## src/rtl/wu_decode_if.sv

```systemverilog
// wu_decode_if: words from wu_memory, commands to the operation controller.
// Fetch stall and sticky error; desc_count exists with WU_DECODE_DESC_COUNT_EN.
interface wu_decode_if #(
   parameter int OPT_PER_INST = 3,
   parameter int OPT_TYPE_W   = 8,
   parameter int OPT_VALUE_W  = 8
);
   logic                                wum__wud__valid;
   logic [1:0]                          wum__wud__icntl;
   logic [1:0]                          wum__wud__dcntl;
   logic [OPT_PER_INST*OPT_TYPE_W-1:0]  wum__wud__option_type;
   logic [OPT_PER_INST*OPT_VALUE_W-1:0] wum__wud__option_value;
   logic                                wud__wuf__stall;
   logic                                wud__odc__valid;
   logic                                odc__wud__ready;
   logic [OPT_VALUE_W-1:0]              wud__odc__op;
   logic [OPT_VALUE_W-1:0]              wud__odc__num_lanes;
   logic [OPT_VALUE_W-1:0]              wud__odc__stream_size;
   logic [OPT_VALUE_W-1:0]              wud__odc__tgt;
   logic                                wud__sys__err;
`ifdef WU_DECODE_DESC_COUNT_EN
   logic [3:0]                          wud__odc__desc_count;

   modport master (
      output wum__wud__valid, wum__wud__icntl, wum__wud__dcntl,
      output wum__wud__option_type, wum__wud__option_value,
      output odc__wud__ready,
      input  wud__wuf__stall, wud__odc__valid, wud__odc__op,
      input  wud__odc__num_lanes, wud__odc__stream_size, wud__odc__tgt,
      input  wud__sys__err, wud__odc__desc_count
   );

   modport slave (
      input  wum__wud__valid, wum__wud__icntl, wum__wud__dcntl,
      input  wum__wud__option_type, wum__wud__option_value,
      input  odc__wud__ready,
      output wud__wuf__stall, wud__odc__valid, wud__odc__op,
      output wud__odc__num_lanes, wud__odc__stream_size, wud__odc__tgt,
      output wud__sys__err, wud__odc__desc_count
   );
`else
   modport master (
      output wum__wud__valid, wum__wud__icntl, wum__wud__dcntl,
      output wum__wud__option_type, wum__wud__option_value,
      output odc__wud__ready,
      input  wud__wuf__stall, wud__odc__valid, wud__odc__op,
      input  wud__odc__num_lanes, wud__odc__stream_size, wud__odc__tgt,
      input  wud__sys__err
   );

   modport slave (
      input  wum__wud__valid, wum__wud__icntl, wum__wud__dcntl,
      input  wum__wud__option_type, wum__wud__option_value,
      input  odc__wud__ready,
      output wud__wuf__stall, wud__odc__valid, wud__odc__op,
      output wud__odc__num_lanes, wud__odc__stream_size, wud__odc__tgt,
      output wud__sys__err
   );
`endif
endinterface

```

## src/rtl/wu_decode.sv

```systemverilog
// wu_decode: assembles instruction words into commands queued in a FWFT FIFO.
// Optional per-command descriptor count with WU_DECODE_DESC_COUNT_EN.
module wu_decode #(
   parameter int OPT_PER_INST = 3,
   parameter int OPT_TYPE_W   = 8,
   parameter int OPT_VALUE_W  = 8,
   parameter int FIFO_DEPTH   = 4,
   parameter int MGR_ID_W     = 8
) (
   input logic                clk,
   input logic                reset_poweron,
   wu_decode_if.slave         bus,
   input logic [MGR_ID_W-1:0] sys__mgr__mgrId
);
   localparam int AW = $clog2(FIFO_DEPTH);
   localparam int VW = OPT_VALUE_W;
   localparam int TW = OPT_TYPE_W;
   localparam logic [TW-1:0] T_NOP   = TW'(0);
   localparam logic [TW-1:0] T_OP    = TW'(1);
   localparam logic [TW-1:0] T_LANES = TW'(2);
   localparam logic [TW-1:0] T_SSIZE = TW'(3);
   localparam logic [TW-1:0] T_TGT   = TW'(4);

   typedef enum logic {IDLE, IN_INST} state_t;

   typedef struct packed {
`ifdef WU_DECODE_DESC_COUNT_EN
      logic [3:0]    dcnt;
`endif
      logic [VW-1:0] op;
      logic [VW-1:0] lanes;
      logic [VW-1:0] ssize;
      logic [VW-1:0] tgt;
   } cmd_t;

   state_t        state;
   cmd_t          acc;
   cmd_t          nxt;
   cmd_t          head;
   cmd_t          mem [FIFO_DEPTH];
   logic [AW-1:0] wr_ptr;
   logic [AW-1:0] rd_ptr;
   logic [AW:0]   count;
   logic [AW:0]   count_nx;
   logic          stall;
   logic          err;
   logic [TW-1:0] t;
   logic [VW-1:0] v;
   logic          bad_type;
   logic          vld;
   logic          som;
   logic          eom;
   logic          accept;
   logic          proto_err;
   logic          push;
   logic          pop;
   logic          full;
   logic          push_ok;
   logic          drop;
   logic          unused_ok;

   assign vld = bus.wum__wud__valid;
   assign som = bus.wum__wud__icntl[0];
   assign eom = bus.wum__wud__icntl[1];

   // Any SOM-flagged word restarts assembly from a clean slate.
   always_comb begin
      nxt      = som ? '0 : acc;
      bad_type = 1'b0;
      t        = '0;
      v        = '0;
      for (int i = 0; i < OPT_PER_INST; i++) begin
         t = bus.wum__wud__option_type[i*TW +: TW];
         v = bus.wum__wud__option_value[i*VW +: VW];
         unique case (1'b1)
            t == T_NOP:   ;
            t == T_OP:    nxt.op    = v;
            t == T_LANES: nxt.lanes = v;
            t == T_SSIZE: nxt.ssize = v;
            t == T_TGT:   nxt.tgt   = v;
            default:      bad_type  = 1'b1;
         endcase
      end
`ifdef WU_DECODE_DESC_COUNT_EN
      if (bus.wum__wud__dcntl[0] && nxt.dcnt != 4'hf)
         nxt.dcnt = nxt.dcnt + 4'd1;
`endif
   end

   assign accept    = vld && (som || state == IN_INST);
   assign proto_err = vld && ((state == IN_INST) ? som : !som);
   assign push      = accept && eom;
   assign pop       = (count != '0) && bus.odc__wud__ready;
   assign full      = count == (AW+1)'(FIFO_DEPTH);
   assign push_ok   = push && (!full || pop);
   assign drop      = push && !push_ok;
   assign count_nx  = count + (AW+1)'(push_ok) - (AW+1)'(pop);

   always_ff @(posedge clk or posedge reset_poweron) begin
      if (reset_poweron) begin
         state <= IDLE;
         acc   <= '0;
         err   <= 1'b0;
      end else begin
         if (accept) begin
            acc   <= nxt;
            state <= eom ? IDLE : IN_INST;
         end
         err <= err | proto_err | (vld && bad_type) | drop;
      end
   end

   // Stall leaves room for the two words already in flight upstream.
   always_ff @(posedge clk or posedge reset_poweron) begin
      if (reset_poweron) begin
         wr_ptr <= '0;
         rd_ptr <= '0;
         count  <= '0;
         stall  <= 1'b0;
         for (int i = 0; i < FIFO_DEPTH; i++)
            mem[i] <= '0;
      end else begin
         if (push_ok) begin
            mem[wr_ptr] <= nxt;
            wr_ptr      <= wr_ptr + AW'(1);
         end
         if (pop)
            rd_ptr <= rd_ptr + AW'(1);
         count <= count_nx;
         stall <= count_nx >= (AW+1)'(FIFO_DEPTH - 2);
      end
   end

   assign head                      = mem[rd_ptr];
   assign bus.wud__odc__valid       = count != '0;
   assign bus.wud__odc__op          = head.op;
   assign bus.wud__odc__num_lanes   = head.lanes;
   assign bus.wud__odc__stream_size = head.ssize;
   assign bus.wud__odc__tgt         = head.tgt;
   assign bus.wud__wuf__stall       = stall;
   assign bus.wud__sys__err         = err;
`ifdef WU_DECODE_DESC_COUNT_EN
   assign bus.wud__odc__desc_count  = head.dcnt;
`endif

   assign unused_ok = ^{sys__mgr__mgrId, bus.wum__wud__dcntl};
endmodule
```

## src/flat_wrapper.sv

```systemverilog
// flat-port wrapper written by rule: the top's interface ports become plain ports
module wu_decode_flat 
#(
   parameter int OPT_PER_INST = 3,
   parameter int OPT_TYPE_W   = 8,
   parameter int OPT_VALUE_W  = 8,
   parameter int FIFO_DEPTH   = 4,
   parameter int MGR_ID_W     = 8
)
  (clk, reset_poweron, sys__mgr__mgrId, bus_wum__wud__valid, bus_wum__wud__icntl, bus_wum__wud__dcntl, bus_wum__wud__option_type, bus_wum__wud__option_value, bus_odc__wud__ready, bus_wud__wuf__stall, bus_wud__odc__valid, bus_wud__odc__op, bus_wud__odc__num_lanes, bus_wud__odc__stream_size, bus_wud__odc__tgt, bus_wud__sys__err);
  wu_decode_if #(.OPT_PER_INST(OPT_PER_INST), .OPT_TYPE_W(OPT_TYPE_W), .OPT_VALUE_W(OPT_VALUE_W)) bus_i ();
  input logic clk;
  input logic reset_poweron;
  input logic [MGR_ID_W-1:0] sys__mgr__mgrId;
  input wire logic [$bits(bus_i.wum__wud__valid)-1:0] bus_wum__wud__valid;
  input wire logic [$bits(bus_i.wum__wud__icntl)-1:0] bus_wum__wud__icntl;
  input wire logic [$bits(bus_i.wum__wud__dcntl)-1:0] bus_wum__wud__dcntl;
  input wire logic [$bits(bus_i.wum__wud__option_type)-1:0] bus_wum__wud__option_type;
  input wire logic [$bits(bus_i.wum__wud__option_value)-1:0] bus_wum__wud__option_value;
  input wire logic [$bits(bus_i.odc__wud__ready)-1:0] bus_odc__wud__ready;
  output wire logic [$bits(bus_i.wud__wuf__stall)-1:0] bus_wud__wuf__stall;
  output wire logic [$bits(bus_i.wud__odc__valid)-1:0] bus_wud__odc__valid;
  output wire logic [$bits(bus_i.wud__odc__op)-1:0] bus_wud__odc__op;
  output wire logic [$bits(bus_i.wud__odc__num_lanes)-1:0] bus_wud__odc__num_lanes;
  output wire logic [$bits(bus_i.wud__odc__stream_size)-1:0] bus_wud__odc__stream_size;
  output wire logic [$bits(bus_i.wud__odc__tgt)-1:0] bus_wud__odc__tgt;
  output wire logic [$bits(bus_i.wud__sys__err)-1:0] bus_wud__sys__err;
  assign bus_i.wum__wud__valid = bus_wum__wud__valid;
  assign bus_i.wum__wud__icntl = bus_wum__wud__icntl;
  assign bus_i.wum__wud__dcntl = bus_wum__wud__dcntl;
  assign bus_i.wum__wud__option_type = bus_wum__wud__option_type;
  assign bus_i.wum__wud__option_value = bus_wum__wud__option_value;
  assign bus_i.odc__wud__ready = bus_odc__wud__ready;
  assign bus_wud__wuf__stall = bus_i.wud__wuf__stall;
  assign bus_wud__odc__valid = bus_i.wud__odc__valid;
  assign bus_wud__odc__op = bus_i.wud__odc__op;
  assign bus_wud__odc__num_lanes = bus_i.wud__odc__num_lanes;
  assign bus_wud__odc__stream_size = bus_i.wud__odc__stream_size;
  assign bus_wud__odc__tgt = bus_i.wud__odc__tgt;
  assign bus_wud__sys__err = bus_i.wud__sys__err;
  wu_decode #(.OPT_PER_INST(OPT_PER_INST), .OPT_TYPE_W(OPT_TYPE_W), .OPT_VALUE_W(OPT_VALUE_W), .FIFO_DEPTH(FIFO_DEPTH), .MGR_ID_W(MGR_ID_W)) u_core (.clk(clk), .reset_poweron(reset_poweron), .bus(bus_i), .sys__mgr__mgrId(sys__mgr__mgrId));
endmodule
```

## config.mk

```make
export PLATFORM = sky130hd
export DESIGN_NAME = wu_decode_flat
export DESIGN_NICKNAME = d
export VERILOG_FILES = /design/src/rtl/wu_decode_if.sv /design/src/rtl/wu_decode.sv /design/src/flat_wrapper.sv
export SDC_FILE = /design/constraint.sdc
export NUM_CORES = 1
export LEC_CHECK = 0
export ABC_CLOCK_PERIOD_IN_PS = 11600
export CORE_ASPECT_RATIO = 0.7
export CORE_UTILIZATION = 30
export CTS_CLUSTER_DIAMETER = 80
export DETAILED_ROUTE_END_ITERATION = 10
export PLACE_DENSITY = 0.56
export SLEW_MARGIN = 20
export SYNTH_ARGS = -nofsm -noshare
export SYNTH_HDL_FRONTEND = slang
export SYNTH_SLANG_ARGS = --single-unit
```

## constraint.sdc

```tcl
create_clock -name clk -period 11.6 [get_ports clk]
set_input_delay 1.74 -clock clk [delete_from_list [all_inputs] [get_ports clk]]
set_output_delay 1.74 -clock clk [all_outputs]
set_load 0.03 [all_outputs]
```

# == Yosys cells after proc, flatten, opt, wreduce, memory -nomap -nowiden ==
# Index checks and enable logic that the tools add are counted.
# classes
add_sub_neg,4
magnitude_cmp,4
eq_ne,13
mux,24
bitwise,5
reduce_logical,20
# ops
op,n
128-bit bitwise mux,1
32-bit 2-to-1 mux,4
8-bit 2-to-1 mux,12
32-bit binary-select mux with 2-bit select,1
32-bit demux with 2-bit select,1
"8-bit by 2-bit == test with 1-bit output, second input constant",6
"8-bit by 1-bit == test with 1-bit output, second input constant",3
"8-bit by 3-bit == test with 1-bit output, second input constant",3
8-bit logical NOT,3
5-bit OR reduction,3
1-bit logical AND,8
"3-bit greater-or-equal comparator, second input constant",2
2-bit inverter with 3-bit output,2
1-bit 2-to-1 mux,5
"2-bit by 1-bit adder with 2-bit output, second input constant",2
3-bit by 1-bit adder with 3-bit output,1
"3-bit == test, second input constant",1
"3-bit by 2-bit greater-or-equal comparator with 1-bit output, second input constant",1
1-bit logical NOT,3
"3-bit by 1-bit < comparator with 1-bit output, second input constant",1
1-bit bitwise OR,3
3-bit nonzero test,1
3-bit by 1-bit subtractor with 3-bit output,1
1-bit logical OR,2
# totals
regBits,170
in_bits,64
output_inout_bits,35
word_cells,96

# == Logic depth before layout (Yosys ltp) ==
# Gate-level depths: netlist of run 1.
# logic_depth
depth_word,8
ltp_mapped,12
mapped_depth_nobuf,10

# == Worst setup path after synthesis of run 1 ==
# OpenSTA, ideal clock, no wires.
# synth_path
path_type,input-to-reg
from,input port bus_wum__wud__icntl[0]
to,"register u_core.stall, in the netlist u_core.bus.wud__wuf__stall"
arrival_time_ns,3.911
t_required_ns,11.473
path_slack_ns,7.562
stages,12
path_buffers,2
cell_sequence,clkbuf_1 > inv_1 > ha_1 > and3b_1 > buf_1 > and2_0 > ha_1 > inv_1 > fa_1 > xnor2_1 > xnor2_1 > or2_2
# synth_between
elab_chain_len,7
# synth_rtl
element,line_no,source
from (decl),flat_wrapper.sv:16,input wire logic [$bits(bus_i.wum__wud__icntl)-1:0] bus_wum__wud__icntl;
1-bit logical OR,wu_decode.sv:90,assign accept = vld && (som || state == IN_INST);
1-bit logical AND,wu_decode.sv:90,
1-bit logical AND,wu_decode.sv:92,assign push = accept && eom;
1-bit logical AND,wu_decode.sv:95,assign push_ok = push && (!full || pop);
via u_core.push_ok,wu_decode.sv:58,logic push_ok;
3-bit by 1-bit adder with 3-bit output,wu_decode.sv:97,assign count_nx = count + (AW+1)'(push_ok) - (AW+1)'(pop);
3-bit by 1-bit subtractor with 3-bit output,wu_decode.sv:97,
via u_core.count_nx[2],wu_decode.sv:44,logic [AW:0] count_nx;
3-bit by 2-bit greater-or-equal comparator with 1-bit output,wu_decode.sv:130,stall <= count_nx >= (AW+1)'(FIFO_DEPTH - 2);
to (signal assigned),wu_decode.sv:130,
to (decl),wu_decode.sv:45,logic stall;
# The timed path passes the listed nets, and every way through them passes these cells.
# A chain may end at the register's enable or synchronous reset.

# == Final worst setup path of run 1 ==
# layout_path
from,register u_core.rd_ptr[0]
to,output port bus_wud__odc__stream_size[7]
# layout_between
elab_chain_len,4
# layout_rtl
element,line_no,source
from (decl),wu_decode.sv:42,logic [AW-1:0] rd_ptr;
from (signal assigned),wu_decode.sv:128,rd_ptr <= rd_ptr + AW'(1);
2-bit inverter with 3-bit output (implied by the code),wu_decode.sv:134,assign head = mem[rd_ptr];
32-bit binary-select mux with 2-bit select,wu_decode.sv:134,
32-bit 2-to-1 mux (implied by the code) (2 in a row),wu_decode.sv:134,
to (decl),flat_wrapper.sv:25,output wire logic [$bits(bus_i.wud__odc__stream_size)-1:0] bus_wud__odc__stream_size;
# Every way passes these cells. The select of a mux whose other input is x is not followed.

==> reports/metrics.yaml, run 1 <==
status: "complete, but fails checks"
violations: "DRC"
hold_viol: 0
initial_utilization_pct: 30.49
fin_nets: 957
design.core.area_mm2: 0.02997
slew_headroom_pct: 42.59
post_synth_inst_count: 830
place_area_mm2: 0.01038
clock_skew_ns: 0.007351
grt_pass1_wl_um: 45510
synth_edf_count: 0
globalRouteOverflowTotal: 0
worst_pin_slew_ns: 0.8612
first_iter_violations: 684
antenna_cells: 0
yosysWarningCount: 0
synth_most_common_cell: "dfrtp_1"
grt_pass1_vias: 7374
grtUsageTotal_pct: 19.69
max_freq_mhz: 212.4
drc: 2
final_design_area_no_fill_mm2: 0.01091
ys.flop_type: "dfrtp_1"
pwr-share-clk_pct: 32.2
hold_slack_ns: 0.4708
min_period_over_period_pct: 40.60
path_clk_slew_ns: 0.06
ys_seq_elements: 170
hold_buffers: 0
cap_viol_max_count: 0
place_congestion: 0.8392
p_sw_share_pct: 32.69
drt-total-wl_um: 29880
clk_latency_ns: 0.44
root_buffer: "clkbuf_16"
dp.cells: 1278
p_per_area_mw_per_mm2: 151.1
synth_area_leaders: "dfrtp_1, o41ai_1, mux4_2, nand2_1, a2111oi_2"
startpoint_type: "flop"
fin_setup_tns_ns: 0
syn_nets: 902
ant_nets: 0
die_h_um: 148.0
vias: 7585
clock_sinks: 170
met2_wirelength_um: 12460
p_int_uw: 1109
wl_met1_um: 13970
fp-row-count: 53
ios: 99
crit_type: "reg2out"
crit_path_end_kind: "primary output"
synth_area_per_cell_um2: 11.01
cp_max_fo: 25
arrival_ns: 2.97
yosysTopAreaCellShare_pct: 46.54
clockBufferDepth: 2
synth_cell_types: 36
wl_per_cell_um: 22.83
viasPerCell: 5.794
highest_layer: "met5"
antenna_found_initial: 0
hold_class: "reg2reg"
synthTopCellsByCount: "dfrtp_1, nand2_1, o41ai_1"
slew_violations: 0
drive_gt1_share_pct: 13.27
p_seq_share_pct: 42.2
areaGrowthSynthToFinish_pct: 19.33
firstDrtPassIters: 10
post-route-util_pct: 36.39
setup_viol: 0
cts_tree: "built"
port_buffers: 88
ys_seq_area_share_pct: 46.54
finalCriticalPeriod_ns: 4.709
cp.required_ns: 9.86
route.met3.wl_um: 2274
postCtsSetupBuffers: 0
cts.repair.resized: 0
post-dp-hpwl_um: 19190
cts_max_level: 4
p_comb_share_pct: 25.6
finalNonFillerCells: 1309
die-area_mm2: 0.03118
yosys.area.top_type: "dfrtp_1"
synthArstFlopShare_pct: 100.0
synth_area_mm2: 0.009140
cts_made_buffers: 17
rsz0062_at_grt: "no"
leakage_uw: 0.004242
grt_max_degree: 65
die_w_um: 210.6
ir_worst_vdd_mv: 0.08323
p_sw_uw: 538.7
placed cells by master (no fill, tap or decap), types with 3 or more instances in the layout:
cell type and count:
dfrtp_1 169, nor4b_1 6, a2111oi_4 8, nor4b_4 3, clkinv_2 4, clkbuf_16 17
mux4_2 32, nor4bb_1 3, nand2b_1 34, a21oi_1 33, nor3_1 32, o21ai_0 4
ha_1 7, clkbuf_1 4, clkbuf_8 3, nand2_1 169, and2_1 10, a2111oi_2 24
inv_1 8, buf_4 12, clkdlybuf4s50_1 88, nor2_1 35, o41ai_1 161, nor4_4 3
nand3_2 4, xnor2_1 4
power groups by stage:
stage	logic [uW]	clock network, uW	registers (uW)
final	422	530	696
after floorplan	284	0	687
after CTS	426	539	696
after global placement	420	0	706
after detailed placement	425	0	706
after global routing	456	567	704
cells by family after synthesis:
group,Yosys count,share of synthesized area [%]
AOI/OAI and AO/OA,230,23.81
adders and majority gates,8,1.177
xor gates and xnor gates,5,0.4791
muxes,32,7.885
and+or+nand+nor,312,16.73
DFF,170,46.54
buffers and inverters,73,3.381
final timing paths:
kind,from,to,slack (ns),cells after the start
worst max register to register,u_core.state,u_core.bus.wud__wuf__stall,8.91,10
worst min register to register,u_core.mem[62],u_core.mem[62],0.47,2
max in group asynchronous,reset_poweron,u_core.mem[74],7.92,4
min in group asynchronous,reset_poweron,u_core.bus.wud__wuf__stall,1.72,2
worst min-delay path,u_core.mem[62],u_core.mem[62],0.47,2
worst max-delay path,u_core.rd_ptr[0],bus_wud__odc__stream_size[7],6.89,3
routing by layer:
metal	track usage, %	vias to the layer above
met5	1.881	-
met4	8.406	2
met3	4.610	62
met2	27.21	328
met1	28.92	3822
li1	-	3371
layout make-up:
class	instances	area, um^2
multi-input combinational	587	4601
tap	412	515.5
inverter	9	38.79
fill	3020	19070
clock buffer	24	481.7
sequential	170	4255
timing repair buffer	100	970.9
clock inverter	7	43.79
critical path: stages, from the launching register on:
cell and delay (ns):
dfrtp_2 0.63, buf_4 0.58, mux4_2 0.66, clkdlybuf4s50_1 0.63
through the flow:
step | setup slack [ns] | total power (uW)
floorplan | 5.257 | 971.2
global placement | 6.653 | 1126
detailed placement | 6.622 | 1131
CTS | 6.820 | 1661
global route | 6.734 | 1727
finish | 6.891 | 1648
registers in the layout, summed over array words and instances, names as in the netlist:
signal and flops:
u_core.rd_ptr 2, u_core.bus.wud__wuf__stall 1, u_core.acc 32, u_core.count 3, u_core.wr_ptr 2, u_core.mem 128, u_core.state 1, u_core.bus.wud__sys__err 1
No activity file was read; power rests on OpenSTA's default activity.
==> run 2: changes to the inputs <==
--- a/config.mk
+++ b/config.mk
@@ -5,12 +5,12 @@
 export SDC_FILE = /design/constraint.sdc
 export NUM_CORES = 1
 export LEC_CHECK = 0
-export ABC_CLOCK_PERIOD_IN_PS = 11600
+export ABC_CLOCK_PERIOD_IN_PS = 4200
 export CORE_ASPECT_RATIO = 0.7
 export CORE_UTILIZATION = 30
 export CTS_CLUSTER_DIAMETER = 80
 export DETAILED_ROUTE_END_ITERATION = 10
-export PLACE_DENSITY = 0.56
+export PLACE_DENSITY = 0.57
 export SLEW_MARGIN = 20
 export SYNTH_ARGS = -nofsm -noshare
 export SYNTH_HDL_FRONTEND = slang
==> constraint.sdc (replaced) <==
create_clock -name clk -period 4.2 [get_ports clk]
set_input_delay 0.63 -clock clk [delete_from_list [all_inputs] [get_ports clk]]
set_output_delay 0.63 -clock clk [all_outputs]
set_load 0.03 [all_outputs]
==> reports/metrics.yaml, run 2 (synthesized netlist as in run 1, its figures left out) <==
fp-row-count: 53
final_cell_mix: "nand2_1, dfrtp_1, o41ai_1, clkdlybuf4s50_1, nor2_1"
grt_pass1_vias: 7517
initial_utilization_pct: 30.49
areaGrowthSynthToFinish_pct: 20.90
ios: 99
leakage_uw: 0.004319
reg2reg_to: "u_core.bus.wud__wuf__stall"
final_design_area_no_fill_mm2: 0.01105
wl_per_cell_um: 23.09
firstDrtPassIters: 7
clk_latency_ns: 0.43
rr_worst_depth: 10
place_congestion: 0.8392
reg_top3: "u_core.mem (128), u_core.acc (32), u_core.count (3)"
clockBufferDepth: 2
grt_max_degree: 79
cts_max_level: 4
drt-total-wl_um: 30360
setup_viol: 0
ant_nets: 0
die_h_um: 148.0
total_power_uw: 4625
startpoint_type: "flop"
path_clk_slew_ns: 0.07
vias: 7625
die-area_mm2: 0.03118
finalCriticalPeriod_ns: 3.311
cts_made_buffers: 17
status: "complete, no violations"
design.core.area_mm2: 0.02997
drive_gt1_share_pct: 14.06
crit_type: "reg2out"
slew_headroom_pct: 42.12
max_freq_mhz: 302.0
holdPathStages: 2
antenna_found_initial: 0
place_area_mm2: 0.01050
viasPerCell: 5.798
cap_viol_max_count: 0
hold_slack_ns: 0.4713
crit-reg2reg-launch: "u_core.count[1]"
regMostFlops: "u_core.mem"
clock_skew_ns: 0.008901
arrival_ns: 2.68
postCtsSetupBuffers: 0
largest_register_ffs: 128
drc: 0
fin_nets: 963
hold_buffers: 0
min_to: "u_core.mem[121]"
rsz0062_at_grt: "no"
grtUsageTotal_pct: 19.98
antenna_cells: 0
port_buffers: 88
ir_worst_vdd_mv: 0.2268
p_per_area_mw_per_mm2: 418.5
cp_max_fo: 26
rrSetupSlack_ns: 1.57
post-dp-hpwl_um: 20060
root_buffer: "clkbuf_16"
grt_pass1_wl_um: 46480
crit_path_end_kind: "primary output"
die_w_um: 210.6
clock_sinks: 170
worst_pin_slew_ns: 0.8683
first_iter_violations: 520
fin_setup_tns_ns: 0
hold_viol: 0
min_period_over_period_pct: 78.83
fill_cells: 2967
cts.repair.resized: 0
globalRouteOverflowTotal: 0
cp.required_ns: 3.57
slew_violations: 0
cts_tree: "built"
hold_class: "reg2reg"
min_from: "u_core.mem[121]"
==> run 2: per-layer routing <==
metal | global-route usage, % | routed length, um | vias to the layer above
met5 | 0 | 0 | -
met3 | 4.589 | 2437 | 59
met2 | 29.32 | 13240 | 352
li1 | - | - | 3404
met4 | 8.225 | 930 | 0
met1 | 28.25 | 13750 | 3810
==> run 2: critical path: stages (launching register included) <==
cell	delay, ns
dfrtp_2	0.62
buf_12	0.31
mux4_2	0.63
clkdlybuf4s50_1	0.64
==> run 2: worst max-delay path by stage <==
stage                           start                            to  slack (ns)  cells past startpoint
2_1_floorplan  bus_wum__wud__icntl[0]    u_core.bus.wud__wuf__stall        1.27                     12
3_3_place_gp   bus_wum__wud__icntl[0]    u_core.bus.wud__wuf__stall        0.77                     11
3_5_place_dp   bus_wum__wud__icntl[0]    u_core.bus.wud__wuf__stall        0.76                     11
4_1_cts              u_core.rd_ptr[0]  bus_wud__odc__stream_size[7]        0.82                      3
5_1_grt              u_core.rd_ptr[0]  bus_wud__odc__stream_size[7]        0.77                      3
6_report             u_core.rd_ptr[0]  bus_wud__odc__stream_size[7]        0.89                      3
==> run 2: metrics by stage <==
stage / instances / setup slack (ns) / utilization [%]
after detailed placement: 1284 / 0.7567 / 35.03
final: 1315 / 0.8892 / 36.87
after global placement: 1284 / 0.7750 / 35.03
after global routing: 1315 / 0.7728 / 36.87
after CTS: 1315 / 0.8242 / 36.87
after floorplan: 830 / 1.272 / -
==> run 2: where the power goes <==
| group | switching (uW) | internal [uW] |
|---|---|---|
| Sequential | 124 | 1800 |
| Combinational | 703 | 494 |
| Clock | 660 | 843 |
==> run 2: final cells by class <==
type | count | area [um^2] | area share [%]
Inverter | 9 | 37.54 | 0.3397
Multi-Input combinational cell | 587 | 4599 | 41.62
Timing Repair Buffer | 106 | 1091 | 9.873
Clock buffer | 24 | 511.7 | 4.631
Tap cell | 412 | 515.5 | 4.665
Sequential cell | 170 | 4255 | 38.51
Clock inverter | 7 | 40.04 | 0.3623
